`src/rtl/grid_vga_renderer.sv`:
```
// grid_vga_renderer: VGA timing plus cell-grid raster with palette and cursor.
// Pipeline: S0 counters, S1 class/address, S2 RAM data, S3 output register.
module grid_vga_renderer #(
  parameter int COLS      = 40,
  parameter int ROWS      = 25,
  parameter int CELL_W    = 16,
  parameter int CELL_H    = 16,
  parameter int CELL_BITS = 1,
  parameter int ADDR_W    = (COLS * ROWS > 1) ? $clog2(COLS * ROWS) : 1
) (
  input  logic                            clk,
  input  logic                            reset_n,
  input  logic [11:0]                     h_total,
  input  logic [11:0]                     h_sync,
  input  logic [11:0]                     h_start,
  input  logic [11:0]                     h_end,
  input  logic [11:0]                     v_total,
  input  logic [11:0]                     v_sync,
  input  logic [11:0]                     v_start,
  input  logic [11:0]                     v_end,
  input  logic [24*(2**CELL_BITS)-1:0]    palette,
  input  logic [15:0]                     cursor_x,
  input  logic [15:0]                     cursor_y,
  output logic [ADDR_W-1:0]               map_addr,
  input  logic [CELL_BITS-1:0]            map_data,
  output logic                            frame_start,
  output logic                            vga_hs,
  output logic                            vga_vs,
  output logic                            vga_de,
  output logic [7:0]                      vga_r,
  output logic [7:0]                      vga_g,
  output logic [7:0]                      vga_b
);

  localparam int CXW = $clog2(COLS + 1);
  localparam int CYW = $clog2(ROWS + 1);
  localparam int PXW = $clog2(CELL_W);
  localparam int PYW = $clog2(CELL_H);

  localparam logic [CXW-1:0]    COLS_C   = CXW'(COLS);
  localparam logic [CYW-1:0]    ROWS_C   = CYW'(ROWS);
  localparam logic [CYW-1:0]    ROW_LAST = CYW'(ROWS - 1);
  localparam logic [PXW-1:0]    PX_MAX   = PXW'(CELL_W - 1);
  localparam logic [PYW-1:0]    PY_MAX   = PYW'(CELL_H - 1);
  localparam logic [ADDR_W-1:0] COLS_A   = ADDR_W'(COLS);

  typedef enum logic [2:0] {
    K_BLANK, K_EDGE, K_WHITE, K_CURSOR, K_CELL
  } kind_t;

  logic [11:0]       h_count, v_count, h_next, v_next;
  logic              h_wrap, v_wrap;
  logic [PXW-1:0]    px;
  logic [PYW-1:0]    py;
  logic [CXW-1:0]    cx;
  logic [CYW-1:0]    cy;
  logic [ADDR_W-1:0] row_base;

  logic  active, on_edge, in_grid, gline, cur_hit;
  kind_t kind;

  kind_t s1_kind, s2_kind;
  logic  s1_hs, s1_vs, s1_de, s1_fs;
  logic  s2_hs, s2_vs, s2_de, s2_fs;
  logic [23:0] pal, rgb;

  // Wrap with >= so a timing change below the current count cannot stall.
  always_comb begin
    h_wrap = (h_count >= h_total);
    v_wrap = (v_count >= v_total);
    h_next = h_wrap ? 12'd0 : h_count + 12'd1;
    v_next = v_wrap ? 12'd0 : v_count + 12'd1;
  end

  // S0: raster counters.
  always_ff @(posedge clk or negedge reset_n) begin
    if (!reset_n) begin
      h_count <= '0;
      v_count <= '0;
    end else begin
      h_count <= h_next;
      if (h_wrap) v_count <= v_next;
    end
  end

  // S0: horizontal cell position, reloaded as the line reaches h_start.
  always_ff @(posedge clk or negedge reset_n) begin
    if (!reset_n) begin
      px <= '0;
      cx <= '0;
    end else if (h_next == h_start) begin
      px <= '0;
      cx <= '0;
    end else if (px == PX_MAX) begin
      px <= '0;
      if (cx != COLS_C) cx <= cx + 1'b1;
    end else begin
      px <= px + 1'b1;
    end
  end

  // S0: vertical cell position and row base, stepped once per line.
  always_ff @(posedge clk or negedge reset_n) begin
    if (!reset_n) begin
      py       <= '0;
      cy       <= '0;
      row_base <= '0;
    end else if (h_wrap) begin
      if (v_next == v_start) begin
        py       <= '0;
        cy       <= '0;
        row_base <= '0;
      end else if (py == PY_MAX) begin
        py <= '0;
        if (cy != ROWS_C) begin
          cy <= cy + 1'b1;
          if (cy != ROW_LAST) row_base <= row_base + COLS_A;
        end
      end else begin
        py <= py + 1'b1;
      end
    end
  end

  // Pixel classification in priority order.
  always_comb begin
    active  = (h_count >= h_start) && (h_count < h_end) &&
              (v_count >= v_start) && (v_count < v_end);
    on_edge = (h_count == h_start) || (h_count == h_end - 12'd1) ||
              (v_count == v_start) || (v_count == v_end - 12'd1);
    in_grid = (cx < COLS_C) && (cy < ROWS_C);
    gline   = (px == '0) || (px == PX_MAX) ||
              (py == '0) || (py == PY_MAX);
    cur_hit = (16'(cx) == cursor_x) && (16'(cy) == cursor_y);
    if (!active)            kind = K_BLANK;
    else if (on_edge)       kind = K_EDGE;
    else if (!in_grid)      kind = K_WHITE;
    else if (gline && cur_hit) kind = K_CURSOR;
    else if (gline)         kind = K_EDGE;
    else                    kind = K_CELL;
  end

  // S1: register class, syncs and the map address.
  always_ff @(posedge clk or negedge reset_n) begin
    if (!reset_n) begin
      s1_kind  <= K_BLANK;
      s1_hs    <= 1'b1;
      s1_vs    <= 1'b1;
      s1_de    <= 1'b0;
      s1_fs    <= 1'b0;
      map_addr <= '0;
    end else begin
      s1_kind <= kind;
      s1_hs   <= !(h_count < h_sync);
      s1_vs   <= !(v_count < v_sync);
      s1_de   <= active;
      s1_fs   <= (h_count == 12'd0) && (v_count == 12'd0);
      if (active && in_grid) map_addr <= row_base + ADDR_W'(cx);
    end
  end

  // S2: wait one cycle for the RAM read to land.
  always_ff @(posedge clk or negedge reset_n) begin
    if (!reset_n) begin
      s2_kind <= K_BLANK;
      s2_hs   <= 1'b1;
      s2_vs   <= 1'b1;
      s2_de   <= 1'b0;
      s2_fs   <= 1'b0;
    end else begin
      s2_kind <= s1_kind;
      s2_hs   <= s1_hs;
      s2_vs   <= s1_vs;
      s2_de   <= s1_de;
      s2_fs   <= s1_fs;
    end
  end

  assign pal = palette[24*map_data +: 24];

  // Colour decode from class and fetched cell state.
  always_comb begin
    rgb = 24'h000000;
    unique case (s2_kind)
      K_BLANK:  rgb = 24'h000000;
      K_EDGE:   rgb = 24'h32D8E0;
      K_WHITE:  rgb = 24'hFFFFFF;
      K_CURSOR: rgb = 24'hFF5C39;
      K_CELL:   rgb = pal;
      default:  rgb = 24'h000000;
    endcase
  end

  // S3: output register.
  always_ff @(posedge clk or negedge reset_n) begin
    if (!reset_n) begin
      vga_hs      <= 1'b1;
      vga_vs      <= 1'b1;
      vga_de      <= 1'b0;
      frame_start <= 1'b0;
      {vga_r, vga_g, vga_b} <= 24'h000000;
    end else begin
      vga_hs      <= s2_hs;
      vga_vs      <= s2_vs;
      vga_de      <= s2_de;
      frame_start <= s2_fs;
      {vga_r, vga_g, vga_b} <= rgb;
    end
  end

endmodule

```
`config.mk`:
```
export PLATFORM = sky130hd
export DESIGN_NAME = grid_vga_renderer
export DESIGN_NICKNAME = d
export VERILOG_FILES = /design/src/rtl/grid_vga_renderer.sv
export SDC_FILE = /design/constraint.sdc
export NUM_CORES = 1
export LEC_CHECK = 0
export CORE_MARGIN = 2
export CORE_UTILIZATION = 35
export DETAILED_ROUTE_END_ITERATION = 16
export PLACE_DENSITY_LB_ADDON = 0.2
export SYNTH_ARGS = -nofsm -noshare
export SYNTH_HDL_FRONTEND = slang
export SYNTH_SLANG_ARGS = --single-unit
```
`constraint.sdc`:
```
create_clock -name clk -period 3.4 [get_ports clk]
set_clock_uncertainty 0.1 [all_clocks]
set_input_delay 0.34 -clock clk [delete_from_list [all_inputs] [get_ports clk]]
set_output_delay 0.34 -clock clk [all_outputs]
set_load 0.005 [all_outputs]
```
-- Yosys cells after proc, flatten, opt, wreduce, memory -nomap -nowiden
Index checks and enable logic that the tools add are counted.
- bits in writable memories: 0
- output and inout bits: 38
- logic and storage cells: 114
- bits in read-only memories: 0
- register bits after elaboration: 105
- memories kept: 0
- latch bits: 0
- multiplexer cells: 22
- multipliers: 1
- add/subtract/negate cells: 10
- divide/modulo/power cells: 0
- reduce and logical (&&, ||, !) cells: 28
- equal/unequal tests: 17
- bitwise operators: 0
- shift operators: 1
- magnitude comparators: 10
- operators with widths (operator ; count):
    case mux 24 bit (4 select lines) ; 1
    == test 12 bit ; 6
    greater-or-equal comparator 12 bit ; 4
    less-than comparator 12 bit ; 4
    variable part select 48 x 7 -> 24 bit ; 1
    two-way mux 10 bit ; 4
    adder 12 x 1 -> 12 bit, second input constant ; 2
    zero test 12 bit ; 2
    two-way mux 12 bit ; 2
    subtractor 12 x 1 -> 12 bit, second input constant ; 2
    two-way mux 6 bit ; 3
    == test 5 x 16 -> 1 bit ; 1
    == test 6 x 16 -> 1 bit ; 1
    two-way mux 4 bit ; 4
    two-way mux 3 bit ; 5
    two-way mux 5 bit ; 3
    adder 10 x 6 -> 10 bit ; 1
    adder 10 x 6 -> 10 bit, second input constant ; 1
    inequality test 5 bit, second input constant ; 2
    nonzero test 2 bit ; 5
    adder 4 x 1 -> 4 bit, second input constant ; 2
    == test 4 bit, second input constant ; 2
    logical AND 1 bit ; 8
    zero test 4 bit ; 2
    14 further kinds ; 21

-- Depth between registers and ports, before layout
- depth in word-level cells: 9
- gate-level depth with buffers: 13
- depth with buffers taken out: 10

-- Worst setup path after synthesis
No wires, ideal clock.
- path type: reg-to-reg
- start: reg h_count[0]
- end: reg map_addr[0]
- setup slack: 0.320 ns
- buffers on the path: 2
- stages on the path, launching flop included: 13
- required time: 3.175 ns
- library setup time: 0.125 ns
- data arrival time: 2.855 ns
- path through: dfrtp_1 -> clkbuf_1 -> inv_1 -> ha_1 -> nand2b_1 -> a21o_1 -> a21o_1 -> a21o_1 -> a221o_1 -> o211a_1 -> nand4b_1 -> clkbuf_1 -> mux2_2
- cells in the longest elaborated chain, start to end: 5
- elaborated cells on any way between the ends: 6
- RTL lines (item ; RTL line ; text):
    from (decl) ; 51 ; logic [11:0] h_count, v_count, h_next, v_next;
    from (signal assigned) ; 81 ; h_count <= h_next;
    greater-or-equal comparator 12 bit / less-than comparator 12 bit (equally long branches) ; 127 ; active = (h_count >= h_start) && (h_count < h_end) &&
    logical AND 1 bit * (2 in series) ; 127 ;
    logical AND 1 bit * ; 128 ; (v_count >= v_start) && (v_count < v_end);
    logical AND 1 bit * ; 158 ; if (active && in_grid) map_addr <= row_base + ADDR_W'(cx);
    to (signal assigned) ; 158 ;
    to (decl) ; 24 ; output logic [ADDR_W-1:0] map_addr,
Every way passes the cells marked *; elsewhere a longest branch is shown, timed or not.
A chain may end at the register's enable or synchronous reset.

-- Worst setup path in the final report
- start: in v_total[9]
- end: reg row_base[4]
- cells in the longest elaborated chain, start to end: 5
- elaborated cells on any way between the ends: 8
- RTL lines (item ; RTL line ; text):
    from (decl) ; 17 ; input logic [11:0] v_total,
    greater-or-equal comparator 12 bit * ; 70 ; v_wrap = (v_count >= v_total);
    two-way mux 12 bit * ; 72 ; v_next = v_wrap ? 12'd0 : v_count + 12'd1;
    == test 12 bit * ; 109 ; if (v_next == v_start) begin
    nonzero test 2 bit (no source line) ; - ;
    AND reduction 4 bit (no source line) ; - ;
    to (signal assigned) ; 117 ; if (cy != ROW_LAST) row_base <= row_base + COLS_A;
    to (decl) ; 57 ; logic [ADDR_W-1:0] row_base;
Marked as above.

==> flow_results.xml <==
<?xml version="1.0" encoding="UTF-8"?>
<metrics>
  <group name="die">
    <metric name="chipHeight" unit="µm">160.8</metric>
    <metric name="i_o_pin_count" unit="">217</metric>
    <metric name="core_area" unit="µm²">24250</metric>
    <metric name="initial_core_util" unit="%">35.49</metric>
    <metric name="dieWidth" unit="µm">160.8</metric>
    <metric name="std_cell_rows" unit="">57</metric>
    <metric name="design.die.area" unit="µm²">25860</metric>
  </group>
  <group name="timing">
    <metric name="finalHoldWorstSlack" unit="ps">-25.38</metric>
    <metric name="clock.fmax" unit="MHz">329.2</metric>
    <metric name="hold_violation_count_in_the_final_report" unit="">27</metric>
    <metric name="timing_worst_slew_pin_value" unit="ps">832.9</metric>
    <metric name="setup-violations-final" unit="">0</metric>
    <metric name="max_slew_margin" unit="%">44.47</metric>
    <metric name="finalSetupTns" unit="ps">0</metric>
    <metric name="max_transition_viols_final" unit="">0</metric>
    <metric name="fin_crit_sh" unit="%">89.34</metric>
    <metric name="fin_crit" unit="ps">3037</metric>
    <metric name="grt_setup_unrepaired" unit="">false</metric>
  </group>
  <group name="grt">
    <metric name="gr-usage-all-layers" unit="%">18.68</metric>
    <metric name="global_route.overflow_total" unit="">0</metric>
    <metric name="grt_pass1_wl" unit="µm">39190</metric>
    <metric name="antenna_found_initial" unit="">1</metric>
    <metric name="grt_start_max_net_pins" unit="">65</metric>
    <metric name="grt_pass1_vias" unit="">7637</metric>
  </group>
  <group name="finish">
    <metric name="utilization_of_the_core_after_routing" unit="%">48.30</metric>
    <metric name="area_growth" unit="%">36.10</metric>
    <metric name="fillCellCount" unit="">2350</metric>
    <metric name="design.final.nets" unit="">1501</metric>
    <metric name="final_cell_area" unit="µm²">11710</metric>
    <metric name="post_route_cells_drive_above_1_share" unit="%">8.320</metric>
  </group>
  <group name="logic_synthesis">
    <metric name="ys.flop_type" unit="">sky130_fd_sc_hd__dfrtp_1</metric>
    <metric name="synth_area_leaders" unit="">sky130_fd_sc_hd__dfrtp_1, sky130_fd_sc_hd__ha_1, sky130_fd_sc_hd__xnor2_1</metric>
    <metric name="ys_ff_latch" unit="">102</metric>
    <metric name="synth.yosys.seq_area_share" unit="%">29.75</metric>
    <metric name="synth-edff-count" unit="">0</metric>
    <metric name="syn_avg_cell_area" unit="µm²">8.872</metric>
    <metric name="synth.cell_area" unit="µm²">8606</metric>
    <metric name="syn-num-nets" unit="">1262</metric>
    <metric name="synthArstFlopShare" unit="%">100.0</metric>
    <metric name="synthesis.instances" unit="">970</metric>
    <metric name="most_used_standard_cell_by_instance_count_after_synthesis" unit="">sky130_fd_sc_hd__ha_1</metric>
    <metric name="synthDominantAreaCellType" unit="">sky130_fd_sc_hd__dfrtp_1</metric>
    <metric name="post_synth_most_frequent_cells" unit="">sky130_fd_sc_hd__ha_1, sky130_fd_sc_hd__inv_1, sky130_fd_sc_hd__dfrtp_1</metric>
    <metric name="post_synth_num_cell_types" unit="">66</metric>
    <metric name="synth_warnings" unit="">0</metric>
    <metric name="yosysTopAreaCellShare" unit="%">27.92</metric>
  </group>
  <group name="drt">
    <metric name="wire_length_on_met3" unit="µm">1097</metric>
    <metric name="finalWirelength" unit="µm">23670</metric>
    <metric name="postRouteAntennaNets" unit="">0</metric>
    <metric name="drt_first_pass_iters" unit="">5</metric>
    <metric name="via_per_inst" unit="">4.973</metric>
    <metric name="drt_iter0_drc" unit="">304</metric>
    <metric name="via_count" unit="">7653</metric>
    <metric name="route.layer.met1.wl" unit="µm">11330</metric>
    <metric name="met2_length" unit="µm">10940</metric>
    <metric name="route.detailed.wl_per_inst" unit="µm">15.38</metric>
    <metric name="route.detailed.drc" unit="">0</metric>
    <metric name="top_signal_layer_used" unit="">met4</metric>
  </group>
  <group name="cts">
    <metric name="post-cts-setup-buffer-count" unit="">0</metric>
    <metric name="cts.root.buffer_cell" unit="">sky130_fd_sc_hd__clkbuf_16</metric>
    <metric name="cts-htree-levels" unit="">3</metric>
    <metric name="post_cts.resized_instances" unit="">0</metric>
    <metric name="cts_made_buffers" unit="">9</metric>
    <metric name="clock_tree_from_tritoncts" unit="">done</metric>
    <metric name="cts.clk_slew.worst_paths" unit="ps">80</metric>
    <metric name="cts-hold-fix-buffers" unit="">0</metric>
    <metric name="cts_num_sinks" unit="">102</metric>
    <metric name="cts.path.max_buffers" unit="">2</metric>
    <metric name="clk-insertion-delay-late" unit="ps">350</metric>
  </group>
  <group name="critical_path">
    <metric name="cp-end-kind" unit="">flop</metric>
    <metric name="critical-path-top-delay-family" unit="">compound AO/OA/AOI/OAI gates</metric>
    <metric name="timing.critical_path.from_type" unit="">primary input</metric>
    <metric name="timing.reg2reg.setup_slack" unit="ps">360</metric>
    <metric name="arrival" unit="ps">3170</metric>
    <metric name="critPathBufInv" unit="">4</metric>
    <metric name="critical_path.max_stage_delay" unit="ps">450</metric>
    <metric name="worst_path_cell_chain" unit="">clkdlybuf4s50_1, inv_1, ha_1, a21o_1, a21o_1, a21oi_1, o21ai_1, buf_4, o21ai_0, nor2_1, nor4_2, buf_4, o22ai_1</metric>
    <metric name="slowest_stage_cell_cp" unit="">sky130_fd_sc_hd__clkdlybuf4s50_1</metric>
    <metric name="timing.setup.critical_path_class" unit="">in -&gt; reg</metric>
    <metric name="worstPathMaxFanout" unit="">12</metric>
    <metric name="required" unit="ps">3530</metric>
  </group>
  <group name="outcome">
    <metric name="failed_checks" unit="">negative hold slack</metric>
    <metric name="run_status" unit="">finished with violations</metric>
  </group>
  <group name="placement">
    <metric name="gp_congestion" unit="">0.8880</metric>
    <metric name="port_buffers" unit="">216</metric>
    <metric name="detailedPlacementHpwl" unit="µm">19110</metric>
    <metric name="placedInstanceArea" unit="µm²">11410</metric>
  </group>
  <group name="power">
    <metric name="max-vdd-ir-drop" unit="mV">0.2627</metric>
    <metric name="power_per_cell_area" unit="nW/µm²">403.9</metric>
    <metric name="power.total" unit="mW">4.730</metric>
    <metric name="power.leakage" unit="nW">5.626</metric>
  </group>
  <group name="worst_hold_path">
    <metric name="hp-class" unit="">in -&gt; async</metric>
  </group>
  <group name="job">
    <metric name="cap_violations" unit="">0</metric>
  </group>
</metrics>
-- registers in the layout (all words and copies together), names as in the netlist, 3 cells and up --
| signal | flops |
|---|---|
| cx | 6 |
| cy | 5 |
| h_count | 12 |
| map_addr | 10 |
| px | 4 |
| py | 4 |
| row_base | 7 |
| s1_kind | 3 |
| s2_kind | 3 |
| v_count | 12 |
| vga_b | 8 |
| vga_g | 8 |
| vga_r | 8 |
-- final timing paths --
kind                                        start                 endpoint  cells after the start
max reg2reg                v_count[0]$_DFFE_PN0N_  row_base[4]$_DFFE_PN0P_                     12
max in group asynchronous                 reset_n          s1_hs$_DFF_PN1_                      2
max                                    v_total[9]  row_base[4]$_DFFE_PN0P_                     13
min reg2reg                       s2_vs$_DFF_PN1_         vga_vs$_DFF_PN1_                      0
min in group clk                  s2_vs$_DFF_PN1_         vga_vs$_DFF_PN1_                      0
min                                       reset_n  map_addr[0]$_DFFE_PN0P_                      1
-- report_power, final --
part           internal [mW]  switching (mW)  leakage [nW]
combinational           1.03            1.03          4.12
sequential              1.37           0.226          1.36
clock                  0.538           0.528         0.148
-- cell families after synthesis --
group | Yosys count | synth area share (%)
AND/OR/NAND/NOR | 270 | 16.75
AO/OA/AOI/OAI | 200 | 15.02
buffers and inverters | 148 | 6.644
adder cells (fa/ha/maj) | 113 | 16.43
flip-flops | 102 | 29.75
XOR/XNOR | 99 | 10.72
multiplexers | 38 | 4.696
-- per-layer routing --
layer / vias to the layer above / track usage (%)
li1: 3903 / -
met1: 3548 / 25.71
met2: 182 / 30.94
met3: 20 / 3.202
met4: 0 / 3.896
met5: - / 0
-- layout by cell type (no fill, tap or decap), types with 25 or more instances in the layout --
cell                                n
sky130_fd_sc_hd__buf_4             47
sky130_fd_sc_hd__a21oi_1           41
sky130_fd_sc_hd__nor3_1            29
sky130_fd_sc_hd__xor2_1            25
sky130_fd_sc_hd__xnor2_1           70
sky130_fd_sc_hd__o21ai_0           55
sky130_fd_sc_hd__nor2_1            57
sky130_fd_sc_hd__ha_1             113
sky130_fd_sc_hd__dfrtp_1           96
sky130_fd_sc_hd__inv_1            112
sky130_fd_sc_hd__clkdlybuf4s50_1  215
sky130_fd_sc_hd__nand2_1           55
sky130_fd_sc_hd__nand3_1           27
-- cell type report --
cell class	instances	area, µm²	share of cell area (%)
flip-flops and latches	102	2560	21.86
inverters	112	420.4	3.589
clock buffers	10	239.0	2.040
multi-input cells	720	5478	46.77
clock inverters	6	62.56	0.5341
repair buffers	264	2545	21.73
diodes	1	2.502	0.02137
well taps	324	405.4	3.461
-- per-stage QoR --
stage	hold slack (ps)	setup slack [ps]	std cells
detailed placement	236.2	47.99	1522
global route	34.99	148.3	1539
global placement	234.5	76.14	1522
floorplan	-55.59	319.9	970
CTS	20.97	420.0	1538
finish	-25.38	362.6	1539
(Power assumes the default switching activity.)
==> RTL change 1: new RTL, same flow settings <==
Remove the register `vga_hs`: a continuous assignment takes its place, so the output `vga_hs` follows one clock earlier.
--- a/src/rtl/grid_vga_renderer.sv
+++ b/src/rtl/grid_vga_renderer.sv
@@ -195,5 +195,4 @@
   always_ff @(posedge clk or negedge reset_n) begin
     if (!reset_n) begin
-      vga_hs      <= 1'b1;
       vga_vs      <= 1'b1;
       vga_de      <= 1'b0;
@@ -201,5 +200,4 @@
       {vga_r, vga_g, vga_b} <= 24'h000000;
     end else begin
-      vga_hs      <= s2_hs;
       vga_vs      <= s2_vs;
       vga_de      <= s2_de;
@@ -209,4 +207,6 @@
   end
 
+  assign vga_hs = s2_hs;
+
 endmodule
 
Function: changed (Yosys sat finds a counterexample within 4 cycles, from zero or initial values and one cycle with reset_n low).
==> RTL change 1 against the original RTL <==
Final area down 0.17%; area after synthesis down 0.31%; setup slack better by 0.0071 ns; largest power group unchanged; highest routed layer unchanged; sequential cell count down 1; total power down 0.67%; largest cell class unchanged; wire length down 0.25%.
==> RTL change 1: results (changes against the original RTL) <==
outcome finished clean (was finished, violations left); sequential share of the synthesized area 29.53% (was 29.75%); Sw Pwr 1795 uW (was 1789 uW); Synth Area in Adders 16.48% (was 16.43%); dpl ws 0.01822 ns (was 0.04799 ns); Post-Synth XOR/XNOR Area 10.75% (was 10.72%); # port buffers 216 (unchanged); Pre-antenna DRT Iters 4 (was 5); Max IR drop VDD 0.2410 mV (was 0.2627 mV); # hold bufs at CTS 1 (was 0); first-pass GRT wire length 38,830 um (was 39,190 um); GP Congestion 0.9016 (was 0.8880); pin count of the biggest net entering global routing 102 (was 65); gr usage total 18.63% (was 18.68%); vias in the first global route 7,695 (was 7,637); P_leak 0.005609 uW (was 0.005626 uW); Synth Area in Compound Gates 15.06% (was 15.02%); leading post-synthesis cells by cell area dfrtp_1 28%, ha_1 16%, xnor2_1 7.1% (unchanged); initial antenna violation count 0 (was 1); Distinct cells, synth 66 (unchanged); Mapped Nets 1,261 (was 1,262); final wirelength 23,610 um (was 23,670 um); mux contribution to synthesized area 4.711% (was 4.696%); hpwl dp 18,700 um (was 19,110 um); Synth top cells by count 113 x ha_1, 112 x inv_1, 96 x dfrtp_1 (unchanged); Worst Hold Class flop to flop (was primary input to asynchronous set/reset pin); worst slew pin tran 0.5926 ns (was 0.8329 ns); antenna cells 0 (was 1); Iteration-0 DRC Markers 296 (was 304); Vias/cell 4.975 (was 4.973); Nets 1,499 (was 1,501); share of layout cells above drive strength 1 8.086% (was 8.320%)
[RTL change 1: final timing paths]
check | startpoint | slack, ns | to
worst max-delay path | v_total[2] | 0.37 | row_base[4]$_DFFE_PN0P_
worst min-delay path | s2_de$_DFF_PN0_ | 0.24 | vga_de$_DFF_PN0_
worst max register to register | v_count[0]$_DFFE_PN0N_ | 0.38 | row_base[4]$_DFFE_PN0P_
worst min register to register | s2_de$_DFF_PN0_ | 0.24 | vga_de$_DFF_PN0_
max in group asynchronous | reset_n | 2.26 | cy[2]$_DFFE_PN0P_
min in group asynchronous | reset_n | 0.45 | vga_r[6]$_DFF_PN0_
[RTL change 1: metrics by stage]
stage               cells  instance area [um^2]  total power (uW)
finish               1536                 11690              4699
global route         1536                 11690              5087
CTS                  1536                 11690              4749
detailed placement   1519                 11380              3649
global placement     1519                 11380              3605
floorplan             969                  8579              2870
[RTL change 1: metal layers]
layer	part of all wire [%]	global-route usage (%)	wire length (um)
met1	47	24.51	11160
met2	47	31.76	11140
met3	4.4	3.642	1048
met4	1.1	4.095	264
met5	0	0	0
[RTL change 1: kinds of logic (layout without fill, tap and decap cells)]
family / count (synthesis) / count (layout)
adder cells (fa/ha/maj): 113 / 113
multiplexers: 38 / 38
flip-flops: 101 / 101
XOR/XNOR: 99 / 99
AO/OA/AOI/OAI: 200 / 200
buffers and inverters: 148 / 391
AND/OR/NAND/NOR: 270 / 270
[RTL change 1: worst max-delay path: cells and delay by family]
family | cells | cell delay [ns]
buffers and inverters | 4 | 0.90
and+or+nand+nor | 2 | 0.43
adders and majority gates | 1 | 0.30
AOI/OAI and AO/OA | 6 | 1.20
[RTL change 1: layout make-up]
cell class / instances / area, um^2
Fill cell: 2315 / 12480
Multi-Input combinational cell: 720 / 5478
Timing Repair Buffer: 263 / 2552
Sequential cell: 101 / 2534
Inverter: 112 / 420.4
Tap cell: 324 / 405.4
Clock buffer: 9 / 225.2
Clock inverter: 7 / 77.57
[RTL change 1: power by group through the flow]
stage / clock (uW) / combinational, uW / sequential (uW)
2_1_floorplan: 0 / 1330 / 1540
3_3_place_gp: 0 / 2010 / 1590
3_5_place_dp: 0 / 2050 / 1590
4_1_cts: 1100 / 2070 / 1570
5_1_grt: 1150 / 2340 / 1600
6_report: 1060 / 2060 / 1570
==> RTL change 2: new RTL, config.mk and constraints unchanged <==
Without the edit above. Change the parameter `ROWS` from 25 to 50.
--- a/src/rtl/grid_vga_renderer.sv
+++ b/src/rtl/grid_vga_renderer.sv
@@ -3,5 +3,5 @@
 module grid_vga_renderer #(
   parameter int COLS      = 40,
-  parameter int ROWS      = 25,
+  parameter int ROWS      = 50,
   parameter int CELL_W    = 16,
   parameter int CELL_H    = 16,
Interface: changed (resized map_addr); port bits go from 217 to 218. No check against the original RTL was run, so the function may have changed too.
==> RTL change 2 against the original RTL <==
Setup slack worse by 0.087 ns; total power up 3.8%; clock power up 4%; final cell count up 2.7%; sequential cell count up 3; wire length up 6.9%; final area up 2.4%; area after synthesis up 3.3%; count of clock-buffer cells in the layout unchanged.
==> RTL change 2: results (changes against the original RTL) <==
outcome finished clean (was finished, violations left); Iteration-0 DRC Markers 396 (was 304); Max FO, Critical Path 17 (was 12); sequential share of the synthesized area 29.64% (was 29.75%); CP delay by family, top simple AND/OR/NAND/NOR gates (was compound AO/OA/AOI/OAI gates); Met2 Routed Length 12,180 um (was 10,940 um); Synth top cells by count 113 x ha_1, 108 x inv_1, 99 x dfrtp_1 (was 113 x ha_1, 112 x inv_1, 96 x dfrtp_1); pin count of the biggest net entering global routing 55 (was 65); mux contribution to synthesized area 4.433% (was 4.696%); top sig layer met4 (unchanged); antenna cells 0 (was 1); dpl ws -0.06613 ns (was 0.04799 ns); hpwl dp 20,320 um (was 19,110 um); leading post-synthesis cells by cell area dfrtp_1 28%, ha_1 16%, xnor2_1 5.8% (was dfrtp_1 28%, ha_1 16%, xnor2_1 7.1%); Largest stage delay, worst path 0.59 ns (was 0.45 ns); Synth Area in Adders 15.90% (was 16.43%); Top Registers h_count: 12 flops, v_count: 12 flops, map_addr: 11 flops (was h_count: 12 flops, v_count: 12 flops, map_addr: 10 flops); Synth Area in Compound Gates 15.82% (was 15.02%); met1 wire length 11,350 um (was 11,330 um); GP Congestion 0.8874 (was 0.8880); first-pass GRT wire length 39,990 um (was 39,190 um); Mapped Nets 1,302 (was 1,262); share of layout cells above drive strength 1 8.960% (was 8.320%); Max IR drop VDD 0.2542 mV (was 0.2627 mV); CP max stage cell or4_4 (was clkdlybuf4s50_1); non-filler cells, final 1,580 (was 1,539); cell internal pwr 3058 uW (was 2941 uW); Vias/cell 5.111 (was 4.973); final wirelength 25,290 um (was 23,670 um)
[RTL change 2: through the flow]
stage | setup TNS [ns] | area (um^2) | hold slack [ns] | util [%] | total power, uW
floorplan | 0 | 8891 | -0.05559 | - | 2986
global placement | -0.7188 | 11660 | 0.2331 | 46.58 | 3788
detailed placement | -0.9247 | 11660 | 0.2347 | 46.58 | 3822
CTS | 0 | 11980 | 0.2510 | 47.87 | 4954
global route | 0 | 11990 | 0.2588 | 47.90 | 5306
finish | 0 | 11990 | 0.2492 | 47.90 | 4912
[RTL change 2: cells by family (layout without fill, tap and decap cells)]
family / count (synthesis) / in the layout
xor gates and xnor gates: 99 / 99
and+or+nand+nor: 293 / 293
DFF: 105 / 105
muxes: 37 / 37
AOI/OAI and AO/OA: 217 / 217
adders and majority gates: 113 / 113
buffers and inverters: 146 / 386
[RTL change 2: worst register-to-register path, stage by stage, from the launching register on]
cell and delay, ns:
dfrtp_1 0.40, ha_1 0.30, nand4_1 0.13, or2_0 0.29
or4_4 0.59, o2111a_1 0.17, o32ai_2 0.23, o221ai_2 0.17
nor4_4 0.28, buf_12 0.20, a211oi_1 0.06
[RTL change 2: area by class of cell]
cell class	instances	area (um^2)
Clock buffer	10	239.0
Clock inverter	6	72.57
Fill cell	2473	13050
Sequential cell	105	2635
Timing Repair Buffer	262	2535
Inverter	108	405.4
Multi-Input combinational cell	759	5692
Tap cell	330	412.9
[RTL change 2: worst paths after layout]
check / from / endpoint / slack [ns]
max: v_total[11] / py[1]$_DFFE_PN0N_ / 0.28
min: s1_kind[2]$_DFF_PN0_ / s2_kind[2]$_DFF_PN0_ / 0.25
max reg2reg: v_count[11]$_DFFE_PN0N_ / py[1]$_DFFE_PN0N_ / 0.37
min reg2reg: s1_kind[2]$_DFF_PN0_ / s2_kind[2]$_DFF_PN0_ / 0.25
max in group asynchronous: reset_n / vga_vs$_DFF_PN1_ / 1.93
min in group asynchronous: reset_n / vga_b[0]$_DFF_PN0_ / 0.47
[RTL change 2: power by group through the flow]
| stage | combinational (uW) | clock [uW] | sequential, uW |
|---|---|---|---|
| global route | 2470 | 1190 | 1640 |
| finish | 2180 | 1110 | 1620 |
| global placement | 2150 | 0 | 1640 |
| CTS | 2200 | 1140 | 1620 |
| floorplan | 1390 | 0 | 1600 |
| detailed placement | 2180 | 0 | 1640 |
[RTL change 2: layer usage]
metal | up-vias | GRT usage (%)
li1 | 4042 | -
met1 | 3792 | 24.06
met2 | 220 | 33.26
met3 | 21 | 3.225
met4 | 0 | 5.068
met5 | - | 0
[RTL change 2: timing repair]
item / CTS / global route
endpoints found under the hold margin: 48 / 0
hold buffers: 1 / 0
buffers inserted: 0 / 1
endpoints found under the setup margin: 0 / 1
